**src/rtl/zilla_adder_pkg.sv**
```systemverilog
// ============================================================================
// Module   : zilla_adder_pkg
// Purpose  : Shared types and sizing helpers for the nibble-serial adder
//            datapath (FSM state encoding, nibble count, index width).
// Revision : 1.0  initial release
// ============================================================================
`default_nettype none

package zilla_adder_pkg;

  // Sequencer states
  typedef enum logic [1:0] {
    ST_IDLE = 2'd0,
    ST_RUN  = 2'd1,
    ST_DONE = 2'd2
  } state_t;

  // Sizing for the default 32-bit word
  localparam int DEFAULT_WIDTH = 32;
  localparam int NIBBLES       = DEFAULT_WIDTH / 4;
  localparam int NIB_IDX_W     = $clog2(NIBBLES);

  // Index width for an arbitrary operand width; never narrower than one bit
  function automatic int nib_idx_w(input int width);
    return ((width / 4) > 1) ? $clog2(width / 4) : 1;
  endfunction

endpackage

`default_nettype wire

```
**src/rtl/carry_skip_4bit.sv**
```systemverilog
// ============================================================================
// Module   : carry_skip_4bit
// Purpose  : 4-bit ripple adder with a carry-skip bypass. When every bit
//            propagates, the incoming carry is forwarded straight to cout.
// Revision : 1.0  initial release
// ============================================================================
`default_nettype none

module carry_skip_4bit (
  input  logic [3:0] i_a,
  input  logic [3:0] i_b,
  input  logic       i_cin,
  output logic [3:0] o_sum,
  output logic       o_cout,
  output logic       o_skip
);

  logic [3:0] w_p;
  logic [3:0] w_g;
  logic [4:0] w_c;

  assign w_p = i_a ^ i_b;
  assign w_g = i_a & i_b;

  // Ripple carry chain inside the slice
  always_comb begin
    w_c    = '0;
    w_c[0] = i_cin;
    for (int k = 0; k < 4; k++) begin
      w_c[k+1] = w_g[k] | (w_p[k] & w_c[k]);
    end
  end

  assign o_sum  = w_p ^ w_c[3:0];
  assign o_skip = &w_p;
  // Bypass: with all bits propagating the carry-in is the carry-out
  assign o_cout = o_skip ? i_cin : w_c[4];

endmodule

`default_nettype wire

```
**src/rtl/nibble_serial_adder_ctrl.sv**
```systemverilog
// ============================================================================
// Module   : nibble_serial_adder_ctrl
// Purpose  : WIDTH-bit adder built by reusing one carry_skip_4bit slice over
//            all nibbles, LS nibble first, with valid/ready on both sides.
// Revision : 1.0  initial release
// ============================================================================
`default_nettype none

module nibble_serial_adder_ctrl
  import zilla_adder_pkg::*;
#(
  parameter int WIDTH = 32
) (
  input  logic                           clk,
  input  logic                           rst,
  input  logic                           in_valid,
  output logic                           in_ready,
  input  logic [WIDTH-1:0]               a,
  input  logic [WIDTH-1:0]               b,
  input  logic                           cin,
  output logic                           out_valid,
  input  logic                           out_ready,
  output logic [WIDTH-1:0]               sum,
  output logic                           cout,
  output logic [$clog2(WIDTH/4+1)-1:0]   skip_cnt
);

  localparam int NIB    = WIDTH / 4;
  localparam int IDX_W  = nib_idx_w(WIDTH);
  localparam int SKIP_W = $clog2(NIB + 1);

  localparam logic [IDX_W-1:0]  C_IDX_LAST = IDX_W'(NIB - 1);
  localparam logic [IDX_W-1:0]  C_IDX_ONE  = IDX_W'(1);
  localparam logic [SKIP_W-1:0] C_SKIP_ONE = SKIP_W'(1);

  state_t              r_state;
  state_t              w_next;
  logic [WIDTH-1:0]    r_a;
  logic [WIDTH-1:0]    r_b;
  logic                r_carry;
  logic [IDX_W-1:0]    r_idx;
  logic [WIDTH-1:0]    r_sum;
  logic                r_cout;
  logic [SKIP_W-1:0]   r_skip_cnt;

  logic                w_accept;
  logic                w_last;
  logic [IDX_W+1:0]    w_base;
  logic [3:0]          w_slice_sum;
  logic                w_slice_cout;
  logic                w_slice_skip;

  // Bit offset of the active nibble
  assign w_base = {r_idx, 2'b00};
  assign w_last = (r_idx == C_IDX_LAST);

  carry_skip_4bit u_slice (
    .i_a    (r_a[w_base +: 4]),
    .i_b    (r_b[w_base +: 4]),
    .i_cin  (r_carry),
    .o_sum  (w_slice_sum),
    .o_cout (w_slice_cout),
    .o_skip (w_slice_skip)
  );

  // State register
  always_ff @(posedge clk or posedge rst) begin
    if (rst) begin
      r_state <= ST_IDLE;
    end else begin
      r_state <= w_next;
    end
  end

  // Next-state and handshake outputs
  always_comb begin
    w_next    = r_state;
    in_ready  = 1'b0;
    out_valid = 1'b0;
    w_accept  = 1'b0;
    case (r_state)
      ST_IDLE: begin
        in_ready = ~rst;
        w_accept = in_valid & ~rst;
        if (w_accept) w_next = ST_RUN;
      end
      ST_RUN: begin
        if (w_last) w_next = ST_DONE;
      end
      ST_DONE: begin
        out_valid = 1'b1;
        if (out_ready) w_next = ST_IDLE;
      end
      default: w_next = ST_IDLE;
    endcase
  end

  // Operand capture and per-nibble result commit
  always_ff @(posedge clk or posedge rst) begin
    if (rst) begin
      r_a        <= '0;
      r_b        <= '0;
      r_carry    <= 1'b0;
      r_idx      <= '0;
      r_sum      <= '0;
      r_cout     <= 1'b0;
      r_skip_cnt <= '0;
    end else begin
      case (r_state)
        ST_IDLE: begin
          if (w_accept) begin
            r_a        <= a;
            r_b        <= b;
            r_carry    <= cin;
            r_idx      <= '0;
            r_sum      <= '0;
            r_cout     <= 1'b0;
            r_skip_cnt <= '0;
          end
        end
        ST_RUN: begin
          r_sum[w_base +: 4] <= w_slice_sum;
          r_carry            <= w_slice_cout;
          if (w_slice_skip) r_skip_cnt <= r_skip_cnt + C_SKIP_ONE;
          // Final carry is published only once the top nibble is done
          if (w_last) begin
            r_cout <= w_slice_cout;
          end else begin
            r_idx <= r_idx + C_IDX_ONE;
          end
        end
        default: ;
      endcase
    end
  end

  assign sum      = r_sum;
  assign cout     = r_cout;
  assign skip_cnt = r_skip_cnt;

endmodule

`default_nettype wire
```
**config.mk**
```make
export PLATFORM = sky130hd
export DESIGN_NAME = nibble_serial_adder_ctrl
export DESIGN_NICKNAME = d
export VERILOG_FILES = /design/src/rtl/zilla_adder_pkg.sv /design/src/rtl/carry_skip_4bit.sv /design/src/rtl/nibble_serial_adder_ctrl.sv
export SDC_FILE = /design/constraint.sdc
export NUM_CORES = 1
export LEC_CHECK = 0
export ABC_AREA = 0
export CAP_MARGIN = 20
export CORE_UTILIZATION = 35
export DETAILED_ROUTE_END_ITERATION = 6
export HOLD_SLACK_MARGIN = 0.03
export PLACE_DENSITY_LB_ADDON = 0.15
export SLEW_MARGIN = 10
export SYNTH_ARGS = -nofsm -noshare
export SYNTH_HDL_FRONTEND = slang
export SYNTH_HIERARCHICAL = 1
export SYNTH_SLANG_ARGS = --single-unit
```
**constraint.sdc**
```tcl
create_clock -name clk -period 5.3 [get_ports clk]
set_clock_uncertainty 0.2 [all_clocks]
set_input_delay 0.53 -clock clk [delete_from_list [all_inputs] [get_ports clk]]
set_output_delay 0.53 -clock clk [all_outputs]
set_load 0.05 [all_outputs]
```
==> results by group, run 1 <==
Synthesis
  • Yosys warning total: 6
  • Register bit total from synthesis: 107
  • Net Count, Synth: 450
  • Share of synthesized registers carrying an async set or reset: 100%
  • Top-area cell type share of the netlist area: 51.7%
  • Most area-hungry cell type in the Yosys netlist: dfrtp_1
  • EDFF count, synth: 0
  • Distinct cell type count after synthesis: 39
  • Netlist area before placement: 5180 µm²
  • Mean post-synth cell area: 14.1 µm²
  • Share of the yosys chip area belonging to registers: 51.7%
  • Synthesized netlist cell count: 367
  • Top post-synthesis cells by area: dfrtp_1 52%, mux2_2 21%, mux4_2 7.0%
  • Post-synth top flop: dfrtp_1

Placement
  • Placed insts: 643
  • Number of I/O port buffers: 107
  • Sum of net half-perimeters after detailed placement: 7.90 mm
  • Final weighted congestion of routability-driven global placement: 0.702
  • Post-detailed-placement cell area: 6350 µm²

STA
  • Setup repair after global routing missed its margin: false
  • F_max: 255 MHz
  • Worst slack on hold paths: 0.306 ns
  • Worst slew margin: 36.3%
  • Final critical-path share of the clock period: 74.1%
  • Final-report max-slew violation count: 0
  • Sum of negative setup slack: 0 ns
  • Number of endpoints with negative hold slack in the final report: 0
  • Slew of the pin with the lowest slew margin: 0.955 ns
  • Minimum clock period after layout: 3.93 ns
  • Final-report setup violation count: 0

Route
  • Average routed wire per standard cell: 16.9 µm
  • DRT iter0 DRCs: 118
  • Post-route antenna net violation count: 0
  • Initial DRT Pass Iterations: 4
  • Total via count in the routed design: 3271
  • Final wirelength: 11.1 mm
  • Number of vias per cell after detailed routing: 4.96
  • Number of design rule violations left after detail routing: 0

Finish
  • Final instance area: 6650 µm²
  • Number of diodes: 0
  • Number of fillers in the final layout: 1309
  • Layout cell share with drive strength beyond 1: 29.6%
  • Synthesis-to-layout area growth: 28.3%
  • Total Nets Final: 554
  • Post-route core utilization: 45.9%
  • Layout Cells excl Fill: 660

Global route
  • First-pass GRT wire length: 18.2 mm
  • Initial antenna violation count: 0
  • Remaining Overflow, GRT: 0
  • Pin count of the biggest net entering global routing: 81
  • Via count of the first global-routing pass: 3431
  • Total global routing track utilization: 16.1%

Setup path
  • CP Data Required Time: 5.39 ns
  • Category of cells accounting for the largest share of critical-path delay: adder cells
  • Cell with the largest stage delay on the worst path: dfrtp_1
  • Cell breakdown of the critical path: mux4_2 -> nand2_1 -> nand2_1 -> inv_1 -> fa_1 -> inv_1 -> fa_1 -> fa_1 -> inv_1 -> fa_1 -> inv_1 -> mux2_2
  • Crit Reg-Reg Startpoint: r_idx[0]
  • CP Buf/Inv Count: 4
  • Worst-path fanout max: 18
  • R2r worst-path depth: 12
  • Setup slack on the worst flop-to-flop path: 1.37 ns
  • Worst setup EP type: flop
  • Stage delay of the slowest cell on the critical path: 0.95 ns
  • Kind of critical path: reg -> reg
  • Capture instance of the worst register-to-register path: sum[23]
  • Arrival time reported for the critical path endpoint: 4.02 ns
  • Kind of launch point of the worst setup path: flop

Min path
  • Worst min path class: reg -> reg
  • Worst hold path endpoint: r_a[20]
  • Min-Delay Path Depth: 1
  • Worst Hold Launch: r_a[20]

Die
  • Total die area: 15300 µm²
  • Number of I/O pins: 108
  • Overall die height: 124 µm
  • Core area: 14500 µm²
  • Initial Util: 35.8%
  • Row count: 44
  • Die Span X: 124 µm

Clocking
  • Count of hold buffers inserted by post-cts repair: 0
  • H-Tree Level Count: 3
  • CTS root buffer: clkbuf_16
  • Clock sink count: 107
  • Number of post-CTS setup repair buffers: 0
  • Clock tree from TritonCTS: done
  • CTS max path bufs: 2
  • Number of resized instances in the post-cts repair step: 0
  • CTS clock-pin slew for the worst setup and hold paths: 0.07 ns
  • Number of buffers added by the clock tree synthesis step: 9
  • Clk_lat worst skew: 0.35 ns

Pwr
  • Static power due to leakage: 0.00287 µW
  • Highest ir drop seen on vdd: 0.255 mV
  • Pwr/cell area: 665 nW/µm²

Flow run
  • Number of max-capacitance violations reported: 0

Run status
  • Outcome: completed
## per-layer routing
| layer | vias to the layer above | global-route usage (%) | part of all wire, % |
|---|---|---|---|
| met5 | - | 0 | 0 |
| met4 | 0 | 4.82 | 1.3 |
| met3 | 12 | 4.53 | 4.0 |
| met2 | 67 | 26.7 | 51 |
| met1 | 1686 | 20.5 | 44 |
| li1 | 1506 | - | - |
## worst max-delay path by stage
stage,depth (start not counted),from,end
2_1_floorplan,1,rst,cout
3_3_place_gp,12,r_idx[0],sum[15]
3_5_place_dp,12,r_idx[0],sum[27]
4_1_cts,12,r_idx[0],sum[31]
5_1_grt,12,r_idx[0],sum[15]
6_report,12,r_idx[0],sum[23]
## area by class of cell
| type | instances | area (µm²) | share of cell area (%) |
|---|---|---|---|
| multi-input cells | 226 | 2280 | 34.3 |
| clock buffers | 11 | 243 | 3.65 |
| inverters | 15 | 58.8 | 0.884 |
| well taps | 184 | 230 | 3.46 |
| repair buffers | 112 | 1120 | 16.9 |
| flip-flops and latches | 107 | 2680 | 40.2 |
| clock inverters | 5 | 38.8 | 0.583 |
## layout by cell type (no fill, tap or decap), types with 2 or more instances in the layout
cell	instances
nor3b_1	3
nand4b_1	3
a22o_1	3
fa_1	4
clkinvlp_4	4
nand2_1	25
nand4_1	2
nor2_1	3
buf_4	4
a32o_1	2
clkbuf_16	9
nand3_1	2
mux2_2	96
inv_1	13
a21oi_1	3
mux4_2	16
ha_1	10
dfrtp_1	107
clkdlybuf4s50_1	107
or3b_4	2
nor2b_1	36
## synth_stat cells (4+ instances only)
cell type and number:
ha_1 10, inv_1 14, mux4_2 16, nand2_1 25
fa_1 4, mux2_2 96, nor2b_1 36, dfrtp_1 107
buf_2 6, buf_6 9
## sequential cells by signal, indices dropped and copies added (netlist names)
signal	flops
sum	32
cout	1
r_a	32
r_idx	3
r_state	2
r_carry	1
r_b	32
skip_cnt	4
## cells by family after synthesis
logic type      share of synthesized area (%)
mux                                      28.2
xor+xnor                                0.169
buf+inv                                  4.30
simple gates                             10.1
compound gates                           1.62
flops                                    51.7
fa+ha+maj                                3.96
## power by group
part / total, µW / switching (µW) / internal, µW
combinational: 2310 / 1240 / 1070
clock: 634 / 301 / 332
sequential: 1480 / 293 / 1190
total: 4430 / 1840 / 2590
## through the flow
step           worst slack [ns]  power [µW]
2_1_floorplan              1.75        3130
6_report                   1.37        4430
4_1_cts                    1.27        4510
5_1_grt                    1.01        4780
3_3_place_gp               1.43        3800
3_5_place_dp               1.32        3860
Note: power is estimated with default switching activity, not from simulation.
==> run 2: changes to the inputs <==
==> constraint.sdc (replaced) <==
create_clock -name clk -period 3.4 [get_ports clk]
set_clock_uncertainty 0.2 [all_clocks]
set_input_delay 0.34 -clock clk [delete_from_list [all_inputs] [get_ports clk]]
set_output_delay 0.34 -clock clk [all_outputs]
set_load 0.05 [all_outputs]
==> run 2 against run 1 <==
Effect of this change:
- register-to-register slack worse by 1.2 ns
- design area up 1.5%
- final cell count up 0.76%
- worst setup slack worse by 1.2 ns
- total power up 62%
- global-route usage down 0.44 points
- via count down 0.43%
- die area unchanged
- largest power group unchanged
==> results by group, run 2 (synthesis gave the netlist of run 1 again) <==
Run status
  • Outcome: completed

Die
  • Total die area: 15300 µm² (unchanged)
  • Die Span X: 124 µm (unchanged)
  • Overall die height: 124 µm (unchanged)
  • Initial Util: 35.8% (unchanged)
  • Number of I/O pins: 108 (unchanged)
  • Row count: 44 (unchanged)
  • Core area: 14500 µm² (unchanged)

Pwr
  • Pwr/cell area: 1060 nW/µm² (+59%)
  • Highest ir drop seen on vdd: 0.718 mV (+180%)
  • Static power due to leakage: 0.00292 µW (+1.8%)

Setup path
  • Arrival time reported for the critical path endpoint: 3.31 ns (-0.71 ns)
  • Setup slack on the worst flop-to-flop path: 0.18 ns (-1.19 ns)
  • Worst setup EP type: flop
  • Worst-path fanout max: 8 (-10)
  • Kind of launch point of the worst setup path: flop
  • CP Data Required Time: 3.49 ns (-1.90 ns)
  • Kind of critical path: reg -> reg
  • R2r worst-path depth: 12 (unchanged)
  • Capture instance of the worst register-to-register path: sum[23]
  • Crit Reg-Reg Startpoint: r_idx[0]
  • Worst setup path start: r_idx[0]

Route
  • Post-route antenna net violation count: 0 (unchanged)
  • Total via count in the routed design: 3257 (-0.43%)
  • Number of vias per cell after detailed routing: 4.90 (-1.2%)
  • Final wirelength: 11.0 mm (-1.1%)
  • DRT iter0 DRCs: 92 (-22%)
  • Initial DRT Pass Iterations: 4 (unchanged)
  • Number of design rule violations left after detail routing: 0 (unchanged)
  • Average routed wire per standard cell: 16.6 µm (-1.8%)

Finish
  • Post-route core utilization: 46.6% (+0.67 points)
  • Total Nets Final: 559 (+0.90%)
  • Final instance area: 6750 µm² (+1.5%)
  • Number of diodes: 0 (unchanged)
  • Synthesis-to-layout area growth: 30.2%
  • Layout Cells excl Fill: 665 (+0.76%)
  • Layout cell share with drive strength beyond 1: 31.4% (+1.8 points)
  • Number of fillers in the final layout: 1322 (+0.99%)
  • Most common library cell in the layout ignoring fill and taps: clkdlybuf4s50_1
  • Top library cells by usage in the layout, fill and taps aside: 107 x clkdlybuf4s50_1, 106 x dfrtp_1, 96 x mux2_2

STA
  • Number of endpoints with negative hold slack in the final report: 0 (unchanged)
  • Slew of the pin with the lowest slew margin: 0.550 ns (-0.404 ns)
  • Minimum setup slack in the final design: 0.182 ns (-1.19 ns)
  • Minimum clock period after layout: 3.22 ns (-0.709 ns)
  • Worst slew margin: 63.3% (+27 points)
  • Setup repair after global routing missed its margin: false
  • Worst slack on hold paths: 0.306 ns (-0.000377 ns)
  • Final-report setup violation count: 0 (unchanged)
  • F_max: 311 MHz (+22%)
  • Final-report max-slew violation count: 0 (unchanged)
  • Final critical-path share of the clock period: 94.7% (+21 points)

Global route
  • Via count of the first global-routing pass: 3413 (-0.52%)
  • First-pass GRT wire length: 17.7 mm (-2.9%)
  • Most used routing layer in global routing: met2
  • Initial antenna violation count: 1 (+1)
  • Total global routing track utilization: 15.7% (-0.44 points)
  • Met3 demand-to-capacity share in global routing: 3.85% (-0.69 points)
  • Global-route met1 utilization: 19.7% (-0.76 points)
  • Met2 GRT Util: 26.0% (-0.73 points)
  • Pin count of the biggest net entering global routing: 104 (+28%)
  • Remaining Overflow, GRT: 0 (unchanged)

Clocking
  • Clock sink count: 107 (unchanged)
  • Clk_lat worst skew: 0.35 ns (about the same)
  • CTS max path bufs: 2 (unchanged)
  • Number of buffers added by the clock tree synthesis step: 9 (unchanged)
  • H-Tree Level Count: 3 (unchanged)
  • Count of hold buffers inserted by post-cts repair: 0 (unchanged)
  • Clock tree from TritonCTS: done
  • CTS clock-pin slew for the worst setup and hold paths: 0.07 ns (about the same)
  • CTS root buffer: clkbuf_16

Min path
  • Worst min path class: in -> async

Flow run
  • Number of max-capacitance violations reported: 0 (unchanged)

Placement
  • Placed insts: 648 (+0.78%)
  • Post-placement setup slack: -0.0996 ns (-1.42 ns)
  • Sum of net half-perimeters after detailed placement: 7.82 mm (-1.1%)
  • Post-detailed-placement cell area: 6430 µm² (+1.2%)
  • Final weighted congestion of routability-driven global placement: 0.707 (+0.71%)
  • Number of I/O port buffers: 107 (unchanged)
-- run 2: final cells by class --
class / instances / area [µm²] / area share [%]
Sequential cell: 107 / 2680 / 39.7
Multi-Input combinational cell: 226 / 2290 / 33.9
Timing Repair Buffer: 117 / 1180 / 17.5
Clock buffer: 11 / 233 / 3.45
Tap cell: 184 / 230 / 3.41
Clock inverter: 5 / 77.6 / 1.15
Inverter: 15 / 58.8 / 0.871
-- run 2: power by group --
group	internal (µW)	switching (µW)	total, µW
Combinational	1760	2090	3850
Sequential	1850	356	2210
Clock	644	457	1100
Total	4260	2900	7160
-- run 2: metrics by stage --
| stage | power, µW | TNS, ns |
|---|---|---|
| 3_3_place_gp | 6020 | -0.191 |
| 3_5_place_dp | 6090 | -0.743 |
| 4_1_cts | 7210 | 0 |
| 2_1_floorplan | 4880 | 0 |
| 6_report | 7160 | 0 |
| 5_1_grt | 7670 | 0 |
-- run 2: timing repair --
item | 4_1_cts | 5_1_grt
setup endpoints to repair | 8 | 9
setup buffers | 0 | 1
gates resized for setup | 1 | 5
gates cloned | 0 | 0
-- run 2: how the worst max path moves through the flow --
stage,to,cells past startpoint,slack (ns)
floorplan,cout,1,0.04
global placement,sum[23],12,-0.03
detailed placement,sum[23],10,-0.1
CTS,sum[23],12,0.007
global route,sum[23],12,0.01
finish,sum[23],12,0.18
-- run 2: worst max-delay path: stages, from the launching register on --
cell	delay, ns
dfrtp_2	0.48
mux4_2	0.52
nand2_1	0.08
nand2_1	0.09
inv_2	0.06
fa_1	0.15
inv_1	0.05
fa_2	0.34
fa_1	0.36
inv_1	0.08
fa_1	0.42
inv_2	0.14
mux2_2	0.17
-- run 2: per-layer routing --
layer | vias to the layer above | wire [µm]
li1 | 1511 | -
met1 | 1659 | 4940
met2 | 67 | 5410
met3 | 18 | 447
met4 | 2 | 198
met5 | - | 12
==> run 3: changes to the inputs <==
--- a/config.mk
+++ b/config.mk
@@ -7,7 +7,9 @@
 export LEC_CHECK = 0
 export ABC_AREA = 0
 export CAP_MARGIN = 20
+export CORE_MARGIN = 5
 export CORE_UTILIZATION = 35
+export CTS_CLUSTER_DIAMETER = 40
 export DETAILED_ROUTE_END_ITERATION = 6
 export HOLD_SLACK_MARGIN = 0.03
 export PLACE_DENSITY_LB_ADDON = 0.15
==> run 3 against run 2 <==
Effect of this change:
- clock power barely moved
- worst setup slack gained 0.025 ns
- worst hold slack got worse by 0.11 ns
- first-iteration DRC count grew 50%
- utilization up 0.41 points
- final cell count is 1.4% higher
- global-route usage down 1.7 points
- sequential power is essentially flat
- maximum frequency increased by 0.78%
- sequential share of layout area fell by 0.49 points
- via count is 0.18% lower
- non-clock buffer count up 10
==> results by group, run 3 (synthesis gave the netlist of run 1 again) <==
Setup path
  • Worst setup EP type: flop
  • Kind of launch point of the worst setup path: flop
  • Worst-path fanout max: 8 (unchanged)
  • Kind of critical path: reg -> reg
  • Arrival time reported for the critical path endpoint: 3.28 ns (-0.03 ns)
  • CP Data Required Time: 3.48 ns (about the same)

Run status
  • Outcome: completed

Pwr
  • Static power due to leakage: 0.00297 µW (+1.8%)
  • Highest ir drop seen on vdd: 0.633 mV (-12%)
  • Pwr/cell area: 1060 nW/µm² (-0.12%)
  • Power after layout: 7240 µW (+1.1%)

STA
  • Worst slack on hold paths: 0.198 ns (-0.107 ns)
  • Final-report setup violation count: 0 (unchanged)
  • Final-report max-slew violation count: 0 (unchanged)
  • Worst slew margin: 64.7% (+1.4 points)
  • Sum of negative setup slack: 0 ns (unchanged)
  • F_max: 313 MHz (+0.78%)
  • Number of endpoints with negative hold slack in the final report: 0 (unchanged)
  • Final critical-path share of the clock period: 93.9% (-0.73 points)
  • Slew of the pin with the lowest slew margin: 0.529 ns (-0.0209 ns)
  • Minimum clock period after layout: 3.19 ns (-0.0249 ns)
  • Setup repair after global routing missed its margin: false

Finish
  • Total Nets Final: 569 (+1.8%)
  • Most common library cell in the layout ignoring fill and taps: clkdlybuf4s50_1
  • Number of fillers in the final layout: 1334 (+0.91%)
  • Layout cell share with drive strength beyond 1: 32.9% (+1.5 points)
  • Number of diodes: 0 (unchanged)
  • Top library cells by usage in the layout, fill and taps aside: 107 x clkdlybuf4s50_1, 106 x dfrtp_1, 96 x mux2_2
  • Synthesis-to-layout area growth: 31.9%

Route
  • Post-route antenna net violation count: 0 (unchanged)
  • Final wirelength: 11.7 mm (+6.6%)
  • Initial DRT Pass Iterations: 4 (unchanged)
  • Average routed wire per standard cell: 17.4 µm (+5.2%)
  • Met2 layer wire length in the routed design: 5.90 mm (+9.1%)
  • Number of vias per cell after detailed routing: 4.82 (-1.5%)
  • DRT iter0 DRCs: 138 (+50%)
  • Number of design rule violations left after detail routing: 0 (unchanged)
  • Routed length on met1: 5.17 mm (+4.6%)
  • Met3 wire length: 516 µm (+15%)
  • Total via count in the routed design: 3251 (-0.18%)
  • Uppermost layer routed: met5

Global route
  • Total global routing track utilization: 14.0% (-1.7 points)
  • First-pass GRT wire length: 19.4 mm (+9.7%)
  • Via count of the first global-routing pass: 3573 (+4.7%)
  • Remaining Overflow, GRT: 0 (unchanged)
  • Pin count of the biggest net entering global routing: 54 (-48%)
  • Initial antenna violation count: 1 (unchanged)

Clocking
  • Clock sink count: 107 (unchanged)
  • Count of hold buffers inserted by post-cts repair: 0 (unchanged)
  • Number of buffers added by the clock tree synthesis step: 9 (unchanged)
  • H-Tree Level Count: 3 (unchanged)
  • Clock tree from TritonCTS: done
  • CTS clock-pin slew for the worst setup and hold paths: 0.07 ns (about the same)
  • Clk_lat worst skew: 0.34 ns (about the same)
  • CTS root buffer: clkbuf_16
  • CTS max path bufs: 2 (unchanged)

Min path
  • Worst min path class: in -> async

Die
  • Core area: 14500 µm² (+0.38%)
  • Die Span X: 132 µm (+6.5%)
  • Number of I/O pins: 108 (unchanged)
  • Total die area: 17300 µm² (+13%)
  • Overall die height: 132 µm (+6.5%)
  • Initial Util: 35.7% (-0.14 points)
  • Row count: 44 (unchanged)

Placement
  • Final weighted congestion of routability-driven global placement: 0.730 (+3.2%)
  • Number of I/O port buffers: 107 (unchanged)
  • Sum of net half-perimeters after detailed placement: 8.71 mm (+11%)

Flow run
  • Number of max-capacitance violations reported: 0 (unchanged)
[run 3: worst max-delay path, cell delays in order (launching register included)]
cell and delay, ns:
dfrtp_2 0.39, buf_12 0.13, mux4_2 0.50, nand2_1 0.08
nand2_1 0.07, inv_1 0.08, fa_1 0.17, inv_1 0.06
fa_2 0.34, fa_2 0.34, inv_2 0.07, fa_1 0.41
inv_2 0.13, mux2_2 0.17
[run 3: timing repair]
item,in CTS,in global routing
gates resized for setup,1,4
gates cloned,0,1
hold endpoints to repair,0,0
setup endpoints to repair,8,9
setup buffers,0,5
[run 3: layer usage]
layer,vias up,track usage (%)
li1,1529,-
met1,1638,18.1
met2,71,23.5
met3,11,3.21
met4,2,3.94
met5,-,0
[run 3: path summary, 6_finish.rpt]
path                       startpoint  slack, ns  depth (start not counted)       to
min reg2reg                    r_a[8]       0.30                          1   r_a[8]
max reg2reg                  r_idx[0]       0.21                         13  sum[23]
max in group asynchronous         rst       2.01                          3  r_b[27]
min in group clk               r_a[8]       0.30                          1   r_a[8]
max                          r_idx[0]       0.21                         13  sum[23]
min                               rst       0.20                          2     cout
[run 3: layout make-up]
cell class	count	area [µm²]	share of cell area (%)
sequential	107	2680	39.2
multi-input combinational	226	2290	33.5
timing repair buffer	127	1280	18.7
clock buffer	11	253	3.70
tap	184	230	3.37
inverter	15	58.8	0.860
clock inverter	4	50.0	0.732
[run 3: report_power, final]
part           internal, µW  switching, µW  total (µW)
Clock                   606            461        1070
Sequential             1850            338        2190
Combinational          1860           2120        3980
[run 3: stage by stage]
| step | utilization (%) | instances | setup WS, ns | cell area [µm²] |
|---|---|---|---|---|
| 3_3_place_gp | 44.5 | 653 | 0.0828 | 6460 |
| 5_1_grt | 47.0 | 674 | 0.0385 | 6840 |
| 4_1_cts | 46.6 | 668 | 0.0373 | 6770 |
| 6_report | 47.0 | 674 | 0.206 | 6840 |
| 2_1_floorplan | - | 367 | 0.0428 | 5180 |
| 3_5_place_dp | 44.5 | 653 | 0.00526 | 6460 |
==> RTL change (config.mk and constraints of run 1) <==
`WIDTH`: 32 -> 16.
--- a/src/rtl/nibble_serial_adder_ctrl.sv
+++ b/src/rtl/nibble_serial_adder_ctrl.sv
@@ -11,3 +11,3 @@
 #(
-  parameter int WIDTH = 32
+  parameter int WIDTH = 16
 ) (
Ports: changed (resized a, b, skip_cnt and sum); port bits go from 108 to 59. No check against the original RTL was run, so the function may have changed too.
==> RTL change against run 1 <==
Synthesized area decreased by 48%; total power decreased by 46%; wire length decreased by 52%; sequential cell count decreased by 50; maximum frequency increased by 12%; critical path depth decreased by 2; cell area decreased by 47%; worst setup slack improved by 410 ps; critical endpoint is now sum[3]$_DFFE_PP0P_; largest power group unchanged.
==> RTL change: results (changes against run 1) <==
The fraction of the yosys area taken by sequential cells is 52.7% (+1.1 points). Counting instances in the post-synthesis netlist gives the leading cell types as dfrtp_1 (57), mux2_2 (32), a22o_1 (16). The worst slack after detailed placement is 1770 ps (+450 ps). The maximum VDD drop came out at 0.235 mV (-8.0%).

The number of cells after detailed placement came to 337 (-48%). The internal power is 1400 uW (-46%). The switching power as a share of total power is 41.8% (+0.27 points). The first-pass iteration count of the detailed router came out at 5 (+1). The placed wire-length estimate is 3750 um (-53%). The flow ran to the end, and the final reports show no timing, DRC or antenna violations. The met1 capacity usage during global routing came out at 19.0% (-1.4 points). The met2 usage is 22.6% (-4.1 points). The largest net degree at the start of global routing is 58 (-28%). The largest stage delay on the critical path came out at 810 ps (-140 ps). Ranked by total cell area, the synthesized netlist is headed by dfrtp_1 (53%), mux2_2 (13%), mux4_2 (6.7%). The maximum net fanout on the critical path came out at 14 (-4).

The tightest slew margin relative to the limit is 49.2% (+13 points). The total track usage came to 14.6% (-1.5 points). The later-pin clock latency in the skew report came out at 330 ps (-20 ps).

The met2 routed wirelength came out at 2410 um (-57%). The final weighted congestion in routability-driven placement came out at 0.715 (+1.8%). The number of DRC violations after detailed-routing iteration 0 came out at 63 (-47%). The cell sitting at the root of the clock tree is a clkbuf_8.

The number of global-route vias before repair came out at 1893 (-45%). The critical path data arrival time came out at 3580 ps (-440 ps). The count of placed standard cells in the final layout, fillers left out is 353 (-47%).
-- RTL change: cell types whose count changed after synthesis, sizes merged, moves of 3 or more --
cell,before,now
mux2,97,32
buf,17,7
nand2,25,4
mux4,16,8
dfrtp,107,57
a22o,3,16
nand2b,0,3
nor2b,36,1
-- RTL change: logic make-up (layout without fill, tap and decap cells) --
family / count (synthesis) / in the layout / share of synthesized area (%)
adders and majority gates: 15 / 15 / 8.05
buffers and inverters: 22 / 90 / 4.39
muxes: 42 / 42 / 20.7
DFF: 57 / 57 / 52.7
and+or+nand+nor: 20 / 20 / 5.18
xor gates and xnor gates: 1 / 1 / 0.324
AOI/OAI and AO/OA: 29 / 29 / 8.60
-- RTL change: path summary, 6_finish.rpt --
check	from	depth (start not counted)	slack [ps]	to
max	r_idx[0]$_DFFE_PP0P_	10	1790	sum[3]$_DFFE_PP0P_
min	sum[10]$_DFFE_PP0P_	1	300	sum[10]$_DFFE_PP0P_
max reg2reg	r_idx[0]$_DFFE_PP0P_	10	1790	sum[3]$_DFFE_PP0P_
min reg2reg	sum[10]$_DFFE_PP0P_	1	300	sum[10]$_DFFE_PP0P_
max in group asynchronous	rst	3	3810	r_b[13]$_DFFE_PP0P_
min in group asynchronous	rst	3	610	r_state[1]$_DFFE_PP0P_
-- RTL change: area by class of cell --
cell class,instances,area [um^2]
flip-flops and latches,57,1430
inverters,14,52.6
repair buffers,60,596
well taps,99,124
multi-input cells,107,1160
fillers,695,3820
clock buffers,10,138
clock inverters,6,57.6
-- RTL change: worst max-delay path, delay by kind of cell (launching register included) --
| family | cells | cell delay [ps] |
|---|---|---|
| AOI/OAI and AO/OA | 1 | 140 |
| adders and majority gates | 4 | 1320 |
| buffers and inverters | 4 | 350 |
| DFF | 1 | 810 |
| muxes | 1 | 620 |
